`src/rtl/fetch_stage.sv`:
```
// Instruction-fetch stage: owns the PC, drives the instruction memory and
// fills the IF/ID pipeline register with stall, redirect, wait and misalign handling.
module fetch_stage #(
    parameter logic [31:0] RESET_PC  = 32'h0000_0000,
    parameter logic [31:0] NOP_INSTR = 32'h0000_0013
) (
    input  logic        clk,
    input  logic        reset,
    output logic [31:0] IMEM_addr_o,
    input  logic [31:0] IMEM_data_i,
    input  logic        IMEM_ready_i,
    input  logic        stall_i,
    input  logic        redirect_i,
    input  logic [31:0] redirect_pc_i,
    output logic        if_id_valid_o,
    output logic [31:0] if_id_pc_o,
    output logic [31:0] if_id_pc4_o,
    output logic [31:0] if_id_instr_o,
    output logic        if_id_misalign_o
);

    localparam logic [31:0] RESET_PC_ALIGNED = {RESET_PC[31:2], 2'b00};

    logic [31:0] pc_r;
    logic [31:0] pc_next_s;
    logic [31:0] pc_plus4_s;
    logic        misalign_pend_r;
    logic        misalign_pend_next_s;

    logic        id_valid_r;
    logic [31:0] id_pc_r;
    logic [31:0] id_pc4_r;
    logic [31:0] id_instr_r;
    logic        id_misalign_r;

    logic        id_valid_next_s;
    logic [31:0] id_pc_next_s;
    logic [31:0] id_pc4_next_s;
    logic [31:0] id_instr_next_s;
    logic        id_misalign_next_s;

    // Address comes straight from the PC register, so stall/redirect only act after an edge.
    assign IMEM_addr_o = pc_r;
    assign pc_plus4_s  = pc_r + 32'd4;

    // Next-state selection; the if/else order encodes redirect > stall > misalign > wait > fetch.
    always_comb begin
        pc_next_s            = pc_r;
        misalign_pend_next_s = misalign_pend_r;
        id_valid_next_s      = id_valid_r;
        id_pc_next_s         = id_pc_r;
        id_pc4_next_s        = id_pc4_r;
        id_instr_next_s      = id_instr_r;
        id_misalign_next_s   = id_misalign_r;

        if (redirect_i) begin
            pc_next_s            = {redirect_pc_i[31:2], 2'b00};
            misalign_pend_next_s = |redirect_pc_i[1:0];
            id_valid_next_s      = 1'b0;
            id_instr_next_s      = NOP_INSTR;
            id_misalign_next_s   = 1'b0;
        end else if (stall_i) begin
            pc_next_s            = pc_r;
            misalign_pend_next_s = misalign_pend_r;
        end else if (misalign_pend_r) begin
            // Report the exception on the aligned PC without touching memory.
            misalign_pend_next_s = 1'b0;
            id_valid_next_s      = 1'b1;
            id_pc_next_s         = pc_r;
            id_pc4_next_s        = pc_plus4_s;
            id_instr_next_s      = NOP_INSTR;
            id_misalign_next_s   = 1'b1;
        end else if (!IMEM_ready_i) begin
            id_valid_next_s      = 1'b0;
            id_instr_next_s      = NOP_INSTR;
            id_misalign_next_s   = 1'b0;
        end else begin
            pc_next_s            = pc_plus4_s;
            id_valid_next_s      = 1'b1;
            id_pc_next_s         = pc_r;
            id_pc4_next_s        = pc_plus4_s;
            id_instr_next_s      = IMEM_data_i;
            id_misalign_next_s   = 1'b0;
        end
    end

    // PC, pending-misalign flag and IF/ID register with synchronous reset.
    always_ff @(posedge clk) begin
        if (reset) begin
            pc_r            <= RESET_PC_ALIGNED;
            misalign_pend_r <= 1'b0;
            id_valid_r      <= 1'b0;
            id_pc_r         <= 32'h0000_0000;
            id_pc4_r        <= 32'h0000_0000;
            id_instr_r      <= NOP_INSTR;
            id_misalign_r   <= 1'b0;
        end else begin
            pc_r            <= pc_next_s;
            misalign_pend_r <= misalign_pend_next_s;
            id_valid_r      <= id_valid_next_s;
            id_pc_r         <= id_pc_next_s;
            id_pc4_r        <= id_pc4_next_s;
            id_instr_r      <= id_instr_next_s;
            id_misalign_r   <= id_misalign_next_s;
        end
    end

    assign if_id_valid_o    = id_valid_r;
    assign if_id_pc_o       = id_pc_r;
    assign if_id_pc4_o      = id_pc4_r;
    assign if_id_instr_o    = id_instr_r;
    assign if_id_misalign_o = id_misalign_r;

endmodule

```
`config.mk`:
```
export PLATFORM = sky130hd
export DESIGN_NAME = fetch_stage
export DESIGN_NICKNAME = d
export VERILOG_FILES = /design/src/rtl/fetch_stage.sv
export SDC_FILE = /design/constraint.sdc
export NUM_CORES = 1
export LEC_CHECK = 0
export CAP_MARGIN = 5
export CORE_MARGIN = 2
export CORE_UTILIZATION = 49
export CTS_CLUSTER_DIAMETER = 30
export DETAILED_ROUTE_END_ITERATION = 8
export PLACE_DENSITY = 0.86
export SLEW_MARGIN = 0
export SYNTH_ARGS = -nofsm -noshare
export SYNTH_HDL_FRONTEND = slang
export SYNTH_SLANG_ARGS = --single-unit
```
`constraint.sdc`:
```
create_clock -name clk -period 3.6 [get_ports clk]
set_clock_uncertainty 0.15 [all_clocks]
set_input_delay 0.72 -clock clk [delete_from_list [all_inputs] [get_ports clk]]
set_output_delay 0.72 -clock clk [all_outputs]
set_load 0.005 [all_outputs]
```
Yosys cells after proc, flatten, opt, wreduce, memory -nomap -nowiden --
Cells that the tools add are included. Widths: inputs -> output; s select.
Operators by class: muxes and demuxes 15, bitwise operators 3, equal/unequal tests 2, add/subtract/negate cells 1, reduce and logical (&&, ||, !) cells 7
Operators by type and width (count):
- $mux 32 | 10
- $add 32x3->32 const B | 1
- $reduce_and 3->1 | 3
- $mux 1 | 5
- $reduce_bool 2->1 | 2
- $reduce_or 2->1 | 2
- $not 1->1 | 3
- $ne 2x1->1 const B | 1
- $ne 2x2->1 const B | 1
Word-level totals: flip-flop bits (word level) 131, input bits 69, output and inout port bits 130, logic and storage cells 36

Longest topological paths before layout --
word-level depth 5, depth in mapped cells 7

Worst setup path before layout --
OpenSTA, ideal clock, no wires.
path kind input-to-reg, start point input stall_i, end point register pc_r[15], in the netlist IMEM_addr_o[15], setup slack 1.331 ns, stages 4, path buffers 1, setup time 0.091 ns, required time 3.359 ns, arrival 2.028 ns, cell sequence or3b_1 > buf_2 > or4_1 > a311oi_1
Between the ends: cells in the longest elaborated chain, start to end 2
RTL lines:
- start: declaration | RTL line 12 | input logic stall_i,
- $ne 2x1->1 (no line)
- $reduce_and 3->1 (no line)
- end signal: assignment | RTL line 98 | pc_r <= pc_next_s;
- end: declaration | RTL line 24 | logic [31:0] pc_r;
Every way passes these cells. A chain may end at the register's enable or synchronous reset.

Worst setup path after layout --
start point input stall_i, end point register pc_r[27], in the netlist IMEM_addr_o[27]
Same word-level chain as after synthesis.

==> summary.md <==
| Metric | Value |
|---|---|
| Outcome | finished, final reports clean |
| Main synth FF type | dfxtp_1 |
| Max-slew violation total from the final report | 0 |
| Total die area | 12700 sq um |
| Sequential area share after synthesis | 43.3% |
| Final wirelength | approximately 19000 um |
| DR DRC count | 0 |
| CP Data Required Time | around 3.7 ns |
| Crit path launch | stall_i |
| Total GRT Usage | between 20% and 30% |
| Critical Path Slowest Stage Cell | or3b_1 |
| Cell count after synthesis | 690 |
| Cell area after layout | 8280 sq um |
| CP arrival | between 2 and 3 ns |
| Hold Fails Final Rpt | 0 |
| FF/Latch Area | between 2000 and 3000 sq um |
| Fill count | 835 |
| R2R Setup Slk | 0.87 ns |
| Htree depth | 4 |
| DP Wirelength | roughly 13000 um |
| Post-CTS sizing | 0 |
| Yosys warning count | 0 |
| Mean Syn Cell Area | between 8 and 9 sq um |
| Worst slew margin | 36.0% |
| Die Wd | 113 um |
| Maximum vdd ir drop | between 0.3 and 0.4 mV |
| Synth top cells by count | dfxtp_1, nand2_1, nor2_1, a21oi_1, clkbuf_1 |
| Number of core rows | 39 |
| Multi-input logic area | between 2000 and 3000 sq um |
| RSZ-0062 raised after global routing | no |
| Routed vias/inst | 5.95 |
| MaxCap Viol Count | 0 |
| TritonCTS Sinks | 125 |
| Post-layout minimum cycle time | 2.82 ns |
| Worst path cell trace | clkdlybuf4s50_1, or3b_1, nor4_1, a211oi_1, a2111oi_1 |
| Crit share post-route | about four fifths |
| Crit path kind | in -> reg |
| Total gr overflow | 0 |
| Unique masters post-synth | 55 |
| Largest net degree at the start of global routing | 53 |
| Layout Nets | around 920 |
| Post CTS Setup Buffer Count | 0 |
| Core Area | 11500 sq um |
| Setup slack at placement | roughly 0.44 ns |
| CTS tree | yes |
| Final setup viols | 0 |
| ANT nets after route | 0 |
| Worst setup margin | approximately 0.78 ns |
| First-pass GRT wire length | 30300 um |
| Worst Setup Start Kind | input port |
| Port-buffer cells | 192 |
| Post-synth design cell area | 5780 sq um |
| Reg2reg path depth | 5 |
| Pwr per Cell Area | 452 nW/um^2 |
| LEAKAGE | around 2.8 nW |
| Vias | between 5000 and 6000 |
| Root buf cell | clkbuf_16 |
| CP endpoint kind | register |
| WL/cell | 18.9 um |
| DR iter-0 viols | 554 |
| Setup TNS | 0 ns |
| CTS clock-pin slew for the worst setup and hold paths | 0.05 ns |
| Top post-synthesis cells by area | dfxtp_1, nand2_1, nor2_1, a211oi_1, a22oi_1 |
| CTS buffer count | 17 |
| Most common cell in the netlist | dfxtp_1 |
| Area grow syn2layout | 43.3% |
| #FFs+latches synth | 125 |
| Number of global-route vias before repair | 5924 |
| Crit path to | IMEM_addr_o[27]$_SDFFE_PP0P_ |
| R2r endpoint | if_id_pc4_o[26]$_SDFFE_PP0P_ |
| Crit path max fanout | 24 |
| Critical Path Max Stage Delay | 0.80 ns |
| Worst slew pin tran | around 0.96 ns |
| Number of enable flip-flop cells after synthesis | 0 |
| DR pass1 iterations | 5 |
| Post-synth top area cell | dfxtp_1 |
| Initial antenna violation count | 0 |
| Layout cells sized above 1 | ~7.4% |
| Worst hold path type | reg -> reg |
| Die H | 113 um |
| Longest Clk Path Bufs | 2 |
| Initial Utilization | between 50% and 60% |
| GP Congestion | ~0.87 |
| Placed instance area | roughly 7700 sq um |
| Diodes inserted | 0 |
| RR Startpoint | IMEM_addr_o[3]$_SDFFE_PP0P_ |
| Hold-fix buffers, CTS | 0 |
| Clk Latency, worst-skew pair | 0.41 ns |
| Number of placed I/O pins | a little under 200 |
| Yosys top cell area share | roughly 43% |
| Async S/R FF share, synth | 0% |
| F_max | between 300 and 400 MHz |
-- sequential cells by signal, summed over array words and instances (netlist names) --
| signal | flops |
|---|---|
| if_id_misalign_o | 1 |
| if_id_instr_o | 32 |
| if_id_pc_o | 30 |
| IMEM_addr_o | 30 |
| if_id_pc4_o | 30 |
| if_id_valid_o | 1 |
| misalign_pend_r | 1 |
-- routing by layer --
layer	share of wire, %	GRT usage [%]	wire (um)	vias to the layer above
met5	0	0	0	-
met2	48	48.8	9090	303
met3	10	10.4	1940	40
met1	39	35.9	7420	2822
li1	-	-	-	2784
met4	2.4	12.4	446	0
-- worst min path at each step --
stage / to / slack, ns / cells after the start / start
6_report: if_id_pc_o[4]$_SDFFE_PP0P_ / 0.30 / 2 / if_id_pc_o[4]$_SDFFE_PP0P_
5_1_grt: if_id_pc_o[3]$_SDFFE_PP0P_ / 0.32 / 2 / if_id_pc_o[3]$_SDFFE_PP0P_
4_1_cts: if_id_pc_o[4]$_SDFFE_PP0P_ / 0.31 / 2 / if_id_pc_o[4]$_SDFFE_PP0P_
3_5_place_dp: if_id_pc_o[4]$_SDFFE_PP0P_ / 0.30 / 2 / if_id_pc_o[4]$_SDFFE_PP0P_
3_3_place_gp: if_id_pc_o[17]$_SDFFE_PP0P_ / 0.29 / 2 / if_id_pc_o[17]$_SDFFE_PP0P_
2_1_floorplan: if_id_pc4_o[2]$_SDFFE_PP0P_ / 0.30 / 2 / if_id_pc4_o[2]$_SDFFE_PP0P_
-- cell usage in the layout, fill, tap and decap left out, types with 9 or more instances in the layout --
master and n:
nand2_1 91, or3_1 14, and4_1 12, xor2_1 13
nand4_1 11, dfxtp_1 125, a22oi_1 29, clkbuf_16 17
buf_4 15, a21oi_1 42, nor4_1 11, clkdlybuf4s50_1 191
nand3_1 15, o21ai_0 9, nor2_1 90, or4_1 9
a211oi_1 30, a311oi_1 18, xnor2_1 11
-- power by group --
| part | switching [mW] | internal (mW) |
|---|---|---|
| Sequential | 0.0886 | 1.44 |
| Clock | 0.598 | 1.18 |
| Combinational | 0.195 | 0.239 |
| Total | 0.882 | 2.86 |
-- worst max-delay path: cells and delay by family --
kind                   cells  cell delay (ns)
AND/OR/NAND/NOR            2             1.31
AO/OA/AOI/OAI              2             0.47
buffers and inverters      1             0.46
-- through the flow --
stage | cells | power, mW | hold WS, ns | utilization, %
final | 999 | 3.75 | 0.303 | 72.2
after CTS | 999 | 3.75 | 0.306 | 72.2
after global routing | 999 | 3.85 | 0.319 | 72.2
after floorplan | 695 | 1.74 | 0.303 | -
after detailed placement | 969 | 1.99 | 0.299 | 67.0
after global placement | 969 | 1.97 | 0.292 | 67.0
-- cell families (layout without fill, tap and decap cells) --
| kind of cell | after synthesis | count (layout) | share of synthesized area [%] |
|---|---|---|---|
| multiplexers | 1 | 1 | 0.173 |
| other | 1 | 6 | 0.0649 |
| XOR/XNOR | 24 | 24 | 3.64 |
| flip-flops | 125 | 125 | 43.3 |
| AND/OR/NAND/NOR | 298 | 298 | 27.0 |
| buffers and inverters | 83 | 244 | 6.58 |
| adder cells (fa/ha/maj) | 1 | 1 | 0.217 |
| AO/OA/AOI/OAI | 157 | 157 | 19.0 |
-- layout make-up --
| type | count | share of cell area (%) |
|---|---|---|
| Clock inverter | 8 | 1.69 |
| Sequential cell | 125 | 30.2 |
| Timing Repair Buffer | 207 | 24.7 |
| Clock buffer | 22 | 5.61 |
| Tap cell | 143 | 2.16 |
| Inverter | 7 | 0.317 |
| Multi-Input combinational cell | 487 | 35.3 |
Note: power is estimated with default switching activity, not from simulation.
